==> config.mk <==
export PLATFORM = sky130hd
export DESIGN_NAME = forward_history_buffer
export DESIGN_NICKNAME = d
export VERILOG_FILES = /design/src/rtl/forward_history_buffer.sv
export SDC_FILE = /design/constraint.sdc
export NUM_CORES = 1
export LEC_CHECK = 0
export ABC_AREA = 1
export CAP_MARGIN = 25
export CELL_PAD_IN_SITES_DETAIL_PLACEMENT = 2
export CELL_PAD_IN_SITES_GLOBAL_PLACEMENT = 2
export CORE_UTILIZATION = 26
export CTS_BUF_LIST = sky130_fd_sc_hd__clkbuf_8
export DETAILED_ROUTE_END_ITERATION = 16
export PLACE_DENSITY = 0.92
export SYNTH_ARGS = -nofsm -noshare
export SYNTH_HDL_FRONTEND = slang
export SYNTH_SLANG_ARGS = --single-unit
==> constraint.sdc <==
create_clock -name clk -period 2.4 [get_ports clk]
set_input_delay 0.36 -clock clk [delete_from_list [all_inputs] [get_ports clk]]
set_output_delay 0.36 -clock clk [all_outputs]
set_load 0.1 [all_outputs]
==> src/rtl/forward_history_buffer.sv <==
// forward_history_buffer
// Shift-register history of the bucket writes issued to the hash-table
// memories. Stage 0 holds the newest write of every table; each enabled edge
// moves the history one stage deeper and drops the oldest stage. The stage
// outputs feed the forward_* inputs of whole_forward_updater.
module forward_history_buffer #(
  parameter int KEY_WIDTH              = 4,
  parameter int DATA_WIDTH             = 8,
  parameter int NUMBER_OF_TABLES       = 3,
  parameter int BUCKET_SIZE            = 2,
  parameter int FORWARDED_CLOCK_CYCLES = 2,
  parameter int MAX_HASH_ADR_WIDTH     = 3,
  localparam int LIVE_W                = $clog2(FORWARDED_CLOCK_CYCLES + 1)
) (
  input  logic                                                                    clk,
  input  logic                                                                    reset,
  input  logic                                                                    clk_en,
  input  logic                                                                    flush_i,
  input  logic [NUMBER_OF_TABLES-1:0]                                             wr_en_i,
  input  logic [NUMBER_OF_TABLES-1:0][MAX_HASH_ADR_WIDTH-1:0]                     wr_hash_adr_i,
  input  logic [NUMBER_OF_TABLES-1:0][BUCKET_SIZE-1:0]                            wr_slot_i,
  input  logic [NUMBER_OF_TABLES-1:0][KEY_WIDTH-1:0]                              wr_key_i,
  input  logic [NUMBER_OF_TABLES-1:0][DATA_WIDTH-1:0]                             wr_data_i,
  input  logic [NUMBER_OF_TABLES-1:0]                                             wr_valid_i,
  output logic [FORWARDED_CLOCK_CYCLES-1:0][NUMBER_OF_TABLES-1:0][MAX_HASH_ADR_WIDTH-1:0] forward_hash_adr_o,
  output logic [FORWARDED_CLOCK_CYCLES-1:0][NUMBER_OF_TABLES-1:0][KEY_WIDTH-1:0]          forward_key_o,
  output logic [FORWARDED_CLOCK_CYCLES-1:0][NUMBER_OF_TABLES-1:0][DATA_WIDTH-1:0]         forward_data_o,
  output logic [FORWARDED_CLOCK_CYCLES-1:0][NUMBER_OF_TABLES-1:0][BUCKET_SIZE-1:0]        forward_updated_mem_o,
  output logic [FORWARDED_CLOCK_CYCLES-1:0][NUMBER_OF_TABLES-1:0][BUCKET_SIZE-1:0]        forward_valid_o,
  output logic [LIVE_W-1:0]                                                               live_stages_o,
  output logic                                                                            slot_error_o
);

  localparam int F = FORWARDED_CLOCK_CYCLES;
  localparam int T = NUMBER_OF_TABLES;
  localparam int B = BUCKET_SIZE;
  localparam int A = MAX_HASH_ADR_WIDTH;

  // History registers; index [k][t] is stage k, table t
  logic [F-1:0][T-1:0][A-1:0]          stage_adr,  stage_adr_nxt;
  logic [F-1:0][T-1:0][KEY_WIDTH-1:0]  stage_key,  stage_key_nxt;
  logic [F-1:0][T-1:0][DATA_WIDTH-1:0] stage_data, stage_data_nxt;
  logic [F-1:0][T-1:0][B-1:0]          stage_upd,  stage_upd_nxt;
  logic [F-1:0][T-1:0][B-1:0]          stage_vld,  stage_vld_nxt;
  logic [LIVE_W-1:0]                   live,       live_nxt;
  logic                                slot_err;
  logic                                bad_slot;

  // True when exactly one bit of the slot vector is set
  function automatic logic one_hot(input logic [B-1:0] s);
    logic [B-1:0] m;
    m = s - B'(1);
    return (s != '0) && ((s & m) == '0);
  endfunction

  // Next history contents: capture into stage 0, shift everything else down,
  // and count the stages that will hold at least one recorded write
  always_comb begin
    stage_adr_nxt  = '0;
    stage_key_nxt  = '0;
    stage_data_nxt = '0;
    stage_upd_nxt  = '0;
    stage_vld_nxt  = '0;
    bad_slot       = 1'b0;
    live_nxt       = '0;

    for (int t = 0; t < T; t++) begin
      if (wr_en_i[t]) begin
        if (one_hot(wr_slot_i[t])) begin
          stage_adr_nxt[0][t]  = wr_hash_adr_i[t];
          stage_key_nxt[0][t]  = wr_key_i[t];
          stage_data_nxt[0][t] = wr_data_i[t];
          stage_upd_nxt[0][t]  = wr_slot_i[t];
          stage_vld_nxt[0][t]  = wr_slot_i[t] & {B{wr_valid_i[t]}};
        end else begin
          // Malformed slot: the write is dropped and the entry stays zero
          bad_slot = 1'b1;
        end
      end
    end

    for (int k = 1; k < F; k++) begin
      stage_adr_nxt[k]  = stage_adr[k-1];
      stage_key_nxt[k]  = stage_key[k-1];
      stage_data_nxt[k] = stage_data[k-1];
      stage_upd_nxt[k]  = stage_upd[k-1];
      stage_vld_nxt[k]  = stage_vld[k-1];
    end

    for (int k = 0; k < F; k++) begin
      if (|stage_upd_nxt[k]) live_nxt = live_nxt + LIVE_W'(1);
    end
  end

  // State update: reset beats everything, a disabled clock freezes all state,
  // flush empties the history but leaves the sticky slot error alone
  always_ff @(posedge clk) begin
    if (!reset) begin
      stage_adr  <= '0;
      stage_key  <= '0;
      stage_data <= '0;
      stage_upd  <= '0;
      stage_vld  <= '0;
      live       <= '0;
      slot_err   <= 1'b0;
    end else if (clk_en) begin
      if (flush_i) begin
        stage_adr  <= '0;
        stage_key  <= '0;
        stage_data <= '0;
        stage_upd  <= '0;
        stage_vld  <= '0;
        live       <= '0;
      end else begin
        stage_adr  <= stage_adr_nxt;
        stage_key  <= stage_key_nxt;
        stage_data <= stage_data_nxt;
        stage_upd  <= stage_upd_nxt;
        stage_vld  <= stage_vld_nxt;
        live       <= live_nxt;
        if (bad_slot) slot_err <= 1'b1;
      end
    end
  end

  assign forward_hash_adr_o    = stage_adr;
  assign forward_key_o         = stage_key;
  assign forward_data_o        = stage_data;
  assign forward_updated_mem_o = stage_upd;
  assign forward_valid_o       = stage_vld;
  assign live_stages_o         = live;
  assign slot_error_o          = slot_err;

endmodule

## After elaboration in Yosys (flattened, before gate mapping)

Cells that the tools add are included.

| word-level totals | value |
|---|---|
| input port bits | 61 |
| word-level logic and storage cells | 99 |
| output and inout bits | 117 |
| bits in registers | 117 |

| operators by class | value |
|---|---|
| reduce and logical (&&, ||, !) cells | 12 |
| mux-type cells | 44 |
| add/sub/neg operators | 4 |
| bitwise gates (word level) | 7 |

Operator list:

| kind | count |
|---|---|
| 48-bit 2-to-1 mux | 1 |
| 8-bit 2-to-1 mux | 6 |
| 2-bit 2-to-1 mux | 14 |
| 12-bit 2-to-1 mux | 2 |
| 24-bit 2-to-1 mux | 1 |
| 4-bit 2-to-1 mux | 6 |
| 18-bit 2-to-1 mux | 1 |
| 3-bit 2-to-1 mux | 6 |
| 2-bit AND | 6 |
| 6-bit OR reduction | 2 |
| 1-bit 2-to-1 mux | 7 |
| 2-bit logical NOT | 3 |
| 2-bit nonzero test | 3 |
| 2-bit by 1-bit subtractor with 2-bit output, second input constant | 3 |
| 1-bit logical AND | 3 |
| 3-bit AND reduction | 1 |
| 2-bit by 1-bit adder with 2-bit output, second input constant | 1 |
| 1-bit inverter | 1 |

## Logic depth before layout (Yosys ltp)

Gate-level depths: netlist of run 1.

| logic depth | value |
|---|---|
| depth in word-level cells | 11 |
| depth in mapped cells | 7 |
| mapped depth without buffers | 7 |

## Worst setup path after synthesis of run 1

OpenSTA, ideal clock, no wires.

| timing path | value |
|---|---|
| path type | register -> register |
| start | register stage_upd (netlist bit forward_updated_mem_o[0]) |
| end | register live[0] (netlist: live_stages_o[0]) |
| arrival time | 1.520 ns |
| buffers on the path | 0 |
| setup slack | 0.761 ns |
| period minus slack after synthesis | 1.639 ns |
| required time | 2.281 ns |
| stages on the path, launching flop included | 6 |
| library setup time | 0.119 ns |
| path through | dfxtp_1 nor4_1 nand2_1 ha_1 nand2_1 a21oi_1 |

| between the ends | value |
|---|---|
| cells in the longest elaborated chain, start to end | 3 |

RTL lines:

| element | RTL line | RTL |
|---|---|---|
| from (decl) | 43 | `logic [F-1:0][T-1:0][B-1:0] stage_upd, stage_upd_nxt;` |
| from (signal assigned) | 118 | `stage_upd <= stage_upd_nxt;` |
| 6-bit OR reduction | 91 | `if (\|stage_upd_nxt[k]) live_nxt = live_nxt + LIVE_W'(1);` |
| 2-bit 2-to-1 mux | 91 |  |
| 2-bit 2-to-1 mux | 107 | `if (flush_i) begin` |
| to (signal assigned) | 120 | `live <= live_nxt;` |
| to (decl) | 45 | `logic [LIVE_W-1:0] live, live_nxt;` |

Every way passes these cells.
A chain may end at the register's enable or synchronous reset.

## Final worst setup path of run 1

| timing path | value |
|---|---|
| start | input wr_slot_i[4] in the netlist's numbering |
| end | register live[0] (netlist: live_stages_o[0]) |

| between the ends | value |
|---|---|
| cells in the longest elaborated chain, start to end | 11 |
| elaborated cells between the ends (all ways) | 12 |
| those cells by class | add/sub: 2; mux: 5; bitwise: 1; reduce/logical: 4 |

RTL lines:

| element | RTL line | RTL |
|---|---|---|
| from (decl) | 21 | `input logic [NUMBER_OF_TABLES-1:0][BUCKET_SIZE-1:0] wr_slot_i,` |
| 2-bit by 1-bit subtractor with 2-bit output | 52 | `m = s - B'(1);` |
| 2-bit AND | 53 | `return (s != '0) && ((s & m) == '0);` |
| 2-bit logical NOT | 53 |  |
| 1-bit logical AND | 53 |  |
| 2-bit 2-to-1 mux (*) | 69 | `if (one_hot(wr_slot_i[t])) begin` |
| 2-bit 2-to-1 mux (*) | 68 | `if (wr_en_i[t]) begin` |
| 6-bit OR reduction (*) | 91 |  |
| 1-bit 2-to-1 mux (*) | 91 |  |
| 2-bit by 1-bit adder with 2-bit output | 91 |  |
| 2-bit 2-to-1 mux (*) | 91 |  |
| 2-bit 2-to-1 mux (*) | 107 |  |

Mark *: on every way between the ends. The rest lies on a longest branch, timed or not.

==> results of run 1 <==
sequential cells by signal, summed over array words and instances (netlist names):
| register | flops |
|---|---|
| forward_data_o | 48 |
| live_stages_o | 2 |
| slot_error_o | 1 |
| forward_key_o | 24 |
| forward_updated_mem_o | 12 |
| forward_hash_adr_o | 18 |
| forward_valid_o | 12 |
cell type report:
cell class | count | share of cell area [%]
Multi-Input combinational cell | 378 | 27.1
Clock buffer | 22 | 4.64
Sequential cell | 117 | 35.9
Timing Repair Buffer | 191 | 24.8
Antenna cell | 1 | 0.0383
Tap cell | 216 | 4.14
Clock inverter | 10 | 2.68
Inverter | 12 | 0.728
report_power, final:
part	switching (mW)	leakage, nW	internal, mW	total [mW]
registers	0.0182	0.944	1.96	1.98
clock network	0.790	0.247	1.37	2.16
logic	0.371	1.33	0.172	0.544
total	1.18	2.52	3.50	4.68
per-layer routing:
metal / up-vias / wire, um
li1: 2177 / -
met4: 0 / 533
met2: 139 / 9250
met3: 39 / 745
met1: 2229 / 7130
met5: - / 0
worst reg2reg max path, cell delays in order (launching register included):
cell and delay (ps):
dfxtp_1 340, nor4_1 310, nand2_1 120, ha_1 290, nand2_1 80, a21oi_1 60
layout by cell type, fill, tap and decap left out, drive strengths merged:
cell type      instances
a21oi                117
buf                  131
bufinv                 5
clkbuf                22
clkdlybuf4s50         60
clkinv                 4
clkinvlp               1
dfxtp                117
diode                  1
ha                     7
inv                   12
nand2                188
nand3                 11
nand4                 45
nor2                   6
nor4                   1
o21ai                  3
per-stage QoR:
| step | cells | worst slack [ps] |
|---|---|---|
| floorplan | 552 | 761 |
| detailed placement | 914 | 265 |
| global route | 947 | 648 |
| global placement | 914 | 445 |
| finish | 947 | 695 |
| CTS | 946 | 742 |
path summary, 6_finish.rpt:
kind	start	endpoint	slack (ps)
setup / recovery	wr_slot_i[4]	live_stages_o[0]	690
hold / removal	forward_hash_adr_o[16]	forward_hash_adr_o[16]	470
hold reg to reg	forward_hash_adr_o[16]	forward_hash_adr_o[16]	470
setup reg to reg	forward_updated_mem_o[0]	live_stages_o[0]	1050
logic make-up after synthesis:
| logic type | after synthesis | share of synthesized area [%] |
|---|---|---|
| AO/OA/AOI/OAI | 120 | 13.8 |
| adder cells (fa/ha/maj) | 7 | 2.01 |
| buffers and inverters | 57 | 5.77 |
| flip-flops | 117 | 53.8 |
| AND/OR/NAND/NOR | 251 | 24.6 |
==> flow_summary.json, run 1 <==
{
  "clk_latency_ps": 440,
  "fin_util_pct": 40.5,
  "worst_path_largest_cell_delay_ps": 540,
  "fin_hold_ws_ps": 470,
  "dieArea_sq_um": 17300,
  "synth_area_sq_um": 4360,
  "setup_violations": 0,
  "synth.area.top_cells": "dfxtp_1 54%, nand2_1 16%, a21oi_1 13%, nand4_1 6.5%, clkbuf_1 2.3%",
  "die_x_um": 131,
  "max_slew_margin_pct": 61.6,
  "place_congestion": 0.770,
  "crit_fanout": 3,
  "regArea_sq_um": 2340,
  "path_clk_slew_ps": 70,
  "cts-root-buf": "clkbuf_8",
  "synth_warnings": 0,
  "cts_inserted_buffers": 17,
  "power_mw": 4.68,
  "rows": 46,
  "skew_ps": 13.4,
  "layout.nets": 785,
  "grt_max_degree": 118,
  "fp.coreArea_sq_um": 16100,
  "synth.net_count": 620,
  "finalHoldViolCount": 0,
  "cts_setup_buffers": 0,
  "slowest_stage": "clkdlybuf4s50_1",
  "ctsHoldBuffers": 0,
  "synth_edf_count": 0,
  "yosysSeqAreaShare_pct": 53.8,
  "drt_iter0_drc": 136,
  "busiest_layer": "met2",
  "synth_most_common_cell": "nand2_1",
  "avgViaCountPerCell": 4.84,
  "critPathArrivalTime_ps": 1990,
  "hold_path_class": "flop to flop",
  "drive_gt1_share_pct": 22.5,
  "cts_sinks": 117,
  "avgSynthCellArea_sq_um": 7.89,
  "maxCapViolCount": 0,
  "layout_min_cycle_time_ps": 1710,
  "netlist_instances": 552,
  "cts_tree": "done",
  "post-dp-hpwl_um": 12500,
  "yosys-top-cells-count": "188 x nand2_1, 117 x a21oi_1, 117 x dfxtp_1",
  "h-tree-depth": 4,
  "io_pins": 178,
  "port_buffers": 177,
  "cp.required_ps": 2680,
  "drt-pass1-iter-count": 4,
  "setup_tns_ps": 0,
  "post-route-period-util_pct": 71.0,
  "p_leak_nw": 2.52,
  "gr-usage-met2_pct": 38.4,
  "drv_slew": 0,
  "status": "complete, no violations",
  "crit_path_cell_trace": "clkdlybuf4s50_1, inv_1, ha_1, o21ai_0, nand3_1, ha_1, nand2_1, a21oi_1",
  "postRouteAntennaNets": 0,
  "hold_path_depth": 2,
  "die_y_um": 131,
  "async_flop_share_pct": 0,
  "clock.fmax_ghz": 0.587,
  "cpMostUsedCell": "ha_1",
  "yosys.area.top_type_share_pct": 53.8,
  "start_util_pct": 27.0,
  "yosys.area.top_type": "dfxtp_1",
  "end_kind": "flop",
  "synth-seq-cells": 117,
  "dpl-instance-area_sq_um": 6050,
  "rsz0062_at_grt": "false",
  "antenna_found_initial": 1,
  "drcViolationCount": 0,
  "grt_pass1_vias": 5181,
  "cts_resized": 0,
  "grt_pass1_wl_um": 28100,
  "via_count": 4584,
  "reg2regPathDepth": 5,
  "grt-ovfl-total": 0,
  "cp_top_family": "buffers and inverters",
  "ys.flop_type": "dfxtp_1",
  "clockBufferDepth": 2,
  "yosysUniqueCellTypes": 15,
  "gr-usage-met1_pct": 22.1,
  "cp-start-kind": "primary input",
  "cp_num_buf_inv": 2,
  "grt_use_total_pct": 20.9,
  "syn2layout_area_growth_pct": 49.9,
  "cellPowerDensity_nw_per_um2": 717,
  "final_area_sq_um": 6530,
  "ir_drop_mv": 0.292,
  "fillers": 1814,
  "multi_input_area_sq_um": 1770,
  "critPathKind": "primary input to flop",
  "cp.depth": 8,
  "grt_util_met3_pct": 5.17,
  "worstMarginPinSlew_ps": 576,
  "wl_per_cell_um": 18.7,
  "wirelength_um": 17700
}
No activity file was read; power rests on OpenSTA's default activity.
==> run 2: changes to the inputs <==
--- a/config.mk
+++ b/config.mk
@@ -9,10 +9,10 @@
 export CAP_MARGIN = 25
 export CELL_PAD_IN_SITES_DETAIL_PLACEMENT = 2
 export CELL_PAD_IN_SITES_GLOBAL_PLACEMENT = 2
-export CORE_UTILIZATION = 26
+export CORE_UTILIZATION = 22
 export CTS_BUF_LIST = sky130_fd_sc_hd__clkbuf_8
 export DETAILED_ROUTE_END_ITERATION = 16
-export PLACE_DENSITY = 0.92
+export PLACE_DENSITY = 0.83
 export SYNTH_ARGS = -nofsm -noshare
 export SYNTH_HDL_FRONTEND = slang
 export SYNTH_SLANG_ARGS = --single-unit
==> constraint.sdc (replaced) <==
create_clock -name clk -period 1.55 [get_ports clk]
set_input_delay 0.2325 -clock clk [delete_from_list [all_inputs] [get_ports clk]]
set_output_delay 0.2325 -clock clk [all_outputs]
set_load 0.1 [all_outputs]
==> flow_summary.json, run 2 (synthesis results as in run 1) <==
{
  "io_pins": 178,
  "clk_latency_ps": 440,
  "post-dp-hpwl_um": 14100,
  "finalHoldViolCount": 0,
  "wl_per_cell_um": 18.6,
  "port_buffers": 177,
  "critPathKind": "primary input to flop",
  "die_x_um": 143,
  "clock.fmax_ghz": 0.674,
  "drcViolationCount": 0,
  "fp.coreArea_sq_um": 19500,
  "grt_pass1_vias": 5135,
  "cellPowerDensity_nw_per_um2": 830,
  "place_congestion": 0.768,
  "dpl-instance-area_sq_um": 7830,
  "worstMarginPinSlew_ps": 397,
  "cts_tree": "done",
  "max_slew_margin_pct": 73.5,
  "via_count": 4713,
  "status": "complete, no violations",
  "drive_gt1_share_pct": 25.4,
  "fin_util_pct": 42.1,
  "final_cell_mix": "188 x nand2_1, 126 x buf_12, 117 x a21oi_1",
  "critPathArrivalTime_ps": 1790,
  "cts-root-buf": "clkbuf_8",
  "reg2regPathDepth": 5,
  "final_area_sq_um": 8200,
  "finalWorstSetupSlack_ps": 67.2,
  "postRouteAntennaNets": 0,
  "hold_path_depth": 3,
  "hold-path-endpoint": "forward_key_o[6]",
  "cp.required_ps": 1860,
  "grt_pass1_wl_um": 29400,
  "crit_fanout": 3,
  "cp-start-kind": "primary input",
  "fin_cells": 1019,
  "reg2reg_slack_ps": 250,
  "grt-ovfl-total": 0,
  "p_leak_nw": 2.93,
  "drt-pass1-iter-count": 4,
  "avgViaCountPerCell": 4.63,
  "power_mw": 6.81,
  "setup_tns_ps": 0,
  "clockBufferDepth": 2,
  "cts_resized": 0,
  "drt_iter0_drc": 135,
  "grt_max_degree": 62,
  "antenna_found_initial": 3,
  "fin_hold_ws_ps": 383,
  "dp_slack_ps": -441,
  "syn2layout_area_growth_pct": 88.3,
  "drv_slew": 0,
  "skew_ps": 10.8,
  "layout_min_cycle_time_ps": 1480,
  "worstReg2RegEnd": "live_stages_o[0]",
  "rsz0062_at_grt": "false",
  "hold_start": "wr_key_i[6]",
  "die_y_um": 143,
  "wirelength_um": 19000,
  "final_common_cell": "nand2_1",
  "start_util_pct": 22.4,
  "dp_cells": 986,
  "h-tree-depth": 4,
  "dieArea_sq_um": 20400,
  "end_kind": "flop",
  "largest_reg_flops": 48,
  "ir_drop_mv": 0.505,
  "ctsHoldBuffers": 0,
  "rr_startpoint": "forward_updated_mem_o[0]",
  "path_clk_slew_ps": 70,
  "cts_inserted_buffers": 17,
  "setup_violations": 0,
  "fillers": 2024,
  "grt_use_total_pct": 19.5,
  "maxCapViolCount": 0,
  "multi_input_area_sq_um": 1770,
  "layout.nets": 808,
  "post-route-period-util_pct": 95.7,
  "cts_setup_buffers": 0,
  "cts_sinks": 117,
  "regArea_sq_um": 2350,
  "rows": 51,
  "hold_path_class": "primary input to flop"
}
run 2: cell count changes in the layout (fill, tap and decap cells not counted), sizes merged:
cell,previous run,this run
buf,131,154
bufinv,5,2
clkbuf,22,18
clkinv,4,5
clkinvlp,1,3
diode,1,2
inv,12,15
run 2: area by class of cell:
cell class | instances | area share (%)
Clock inverter | 13 | 1.45
Antenna cell | 2 | 0.0610
Timing Repair Buffer | 214 | 40.6
Tap cell | 265 | 4.04
Multi-Input combinational cell | 378 | 21.5
Sequential cell | 117 | 28.6
Clock buffer | 18 | 3.02
Inverter | 12 | 0.610
run 2: critical path, stage by stage:
cell and delay [ps]:
clkdlybuf4s50_1 550, inv_1 70, ha_1 230, o21ai_1 170
nand3_1 110, ha_1 310, nand2_1 70, a21oi_1 50
run 2: per-layer routing:
layer / vias to the layer above / global-route usage, % / routed length [um]
met5: - / 0 / 0
met4: 0 / 8.21 / 476
li1: 2233 / - / -
met3: 27 / 5.16 / 921
met1: 2327 / 21.0 / 7510
met2: 126 / 35.8 / 10100
run 2: how the worst max path moves through the flow:
stage,start,to,slack (ps),cells after the start
floorplan,forward_updated_mem_o[0],live_stages_o[0],190,5
global placement,wr_slot_i[0],live_stages_o[0],-290,8
detailed placement,wr_slot_i[0],live_stages_o[0],-440,8
CTS,wr_slot_i[0],live_stages_o[0],30,8
global route,wr_slot_i[0],live_stages_o[0],20,8
finish,wr_slot_i[0],live_stages_o[0],70,8
run 2: power breakdown:
group          switching [mW]  internal [mW]  total (mW)
clock                    1.29           1.43        2.72
combinational           0.598          0.408        1.01
sequential             0.0438           3.04        3.08
total                    1.94           4.87        6.81
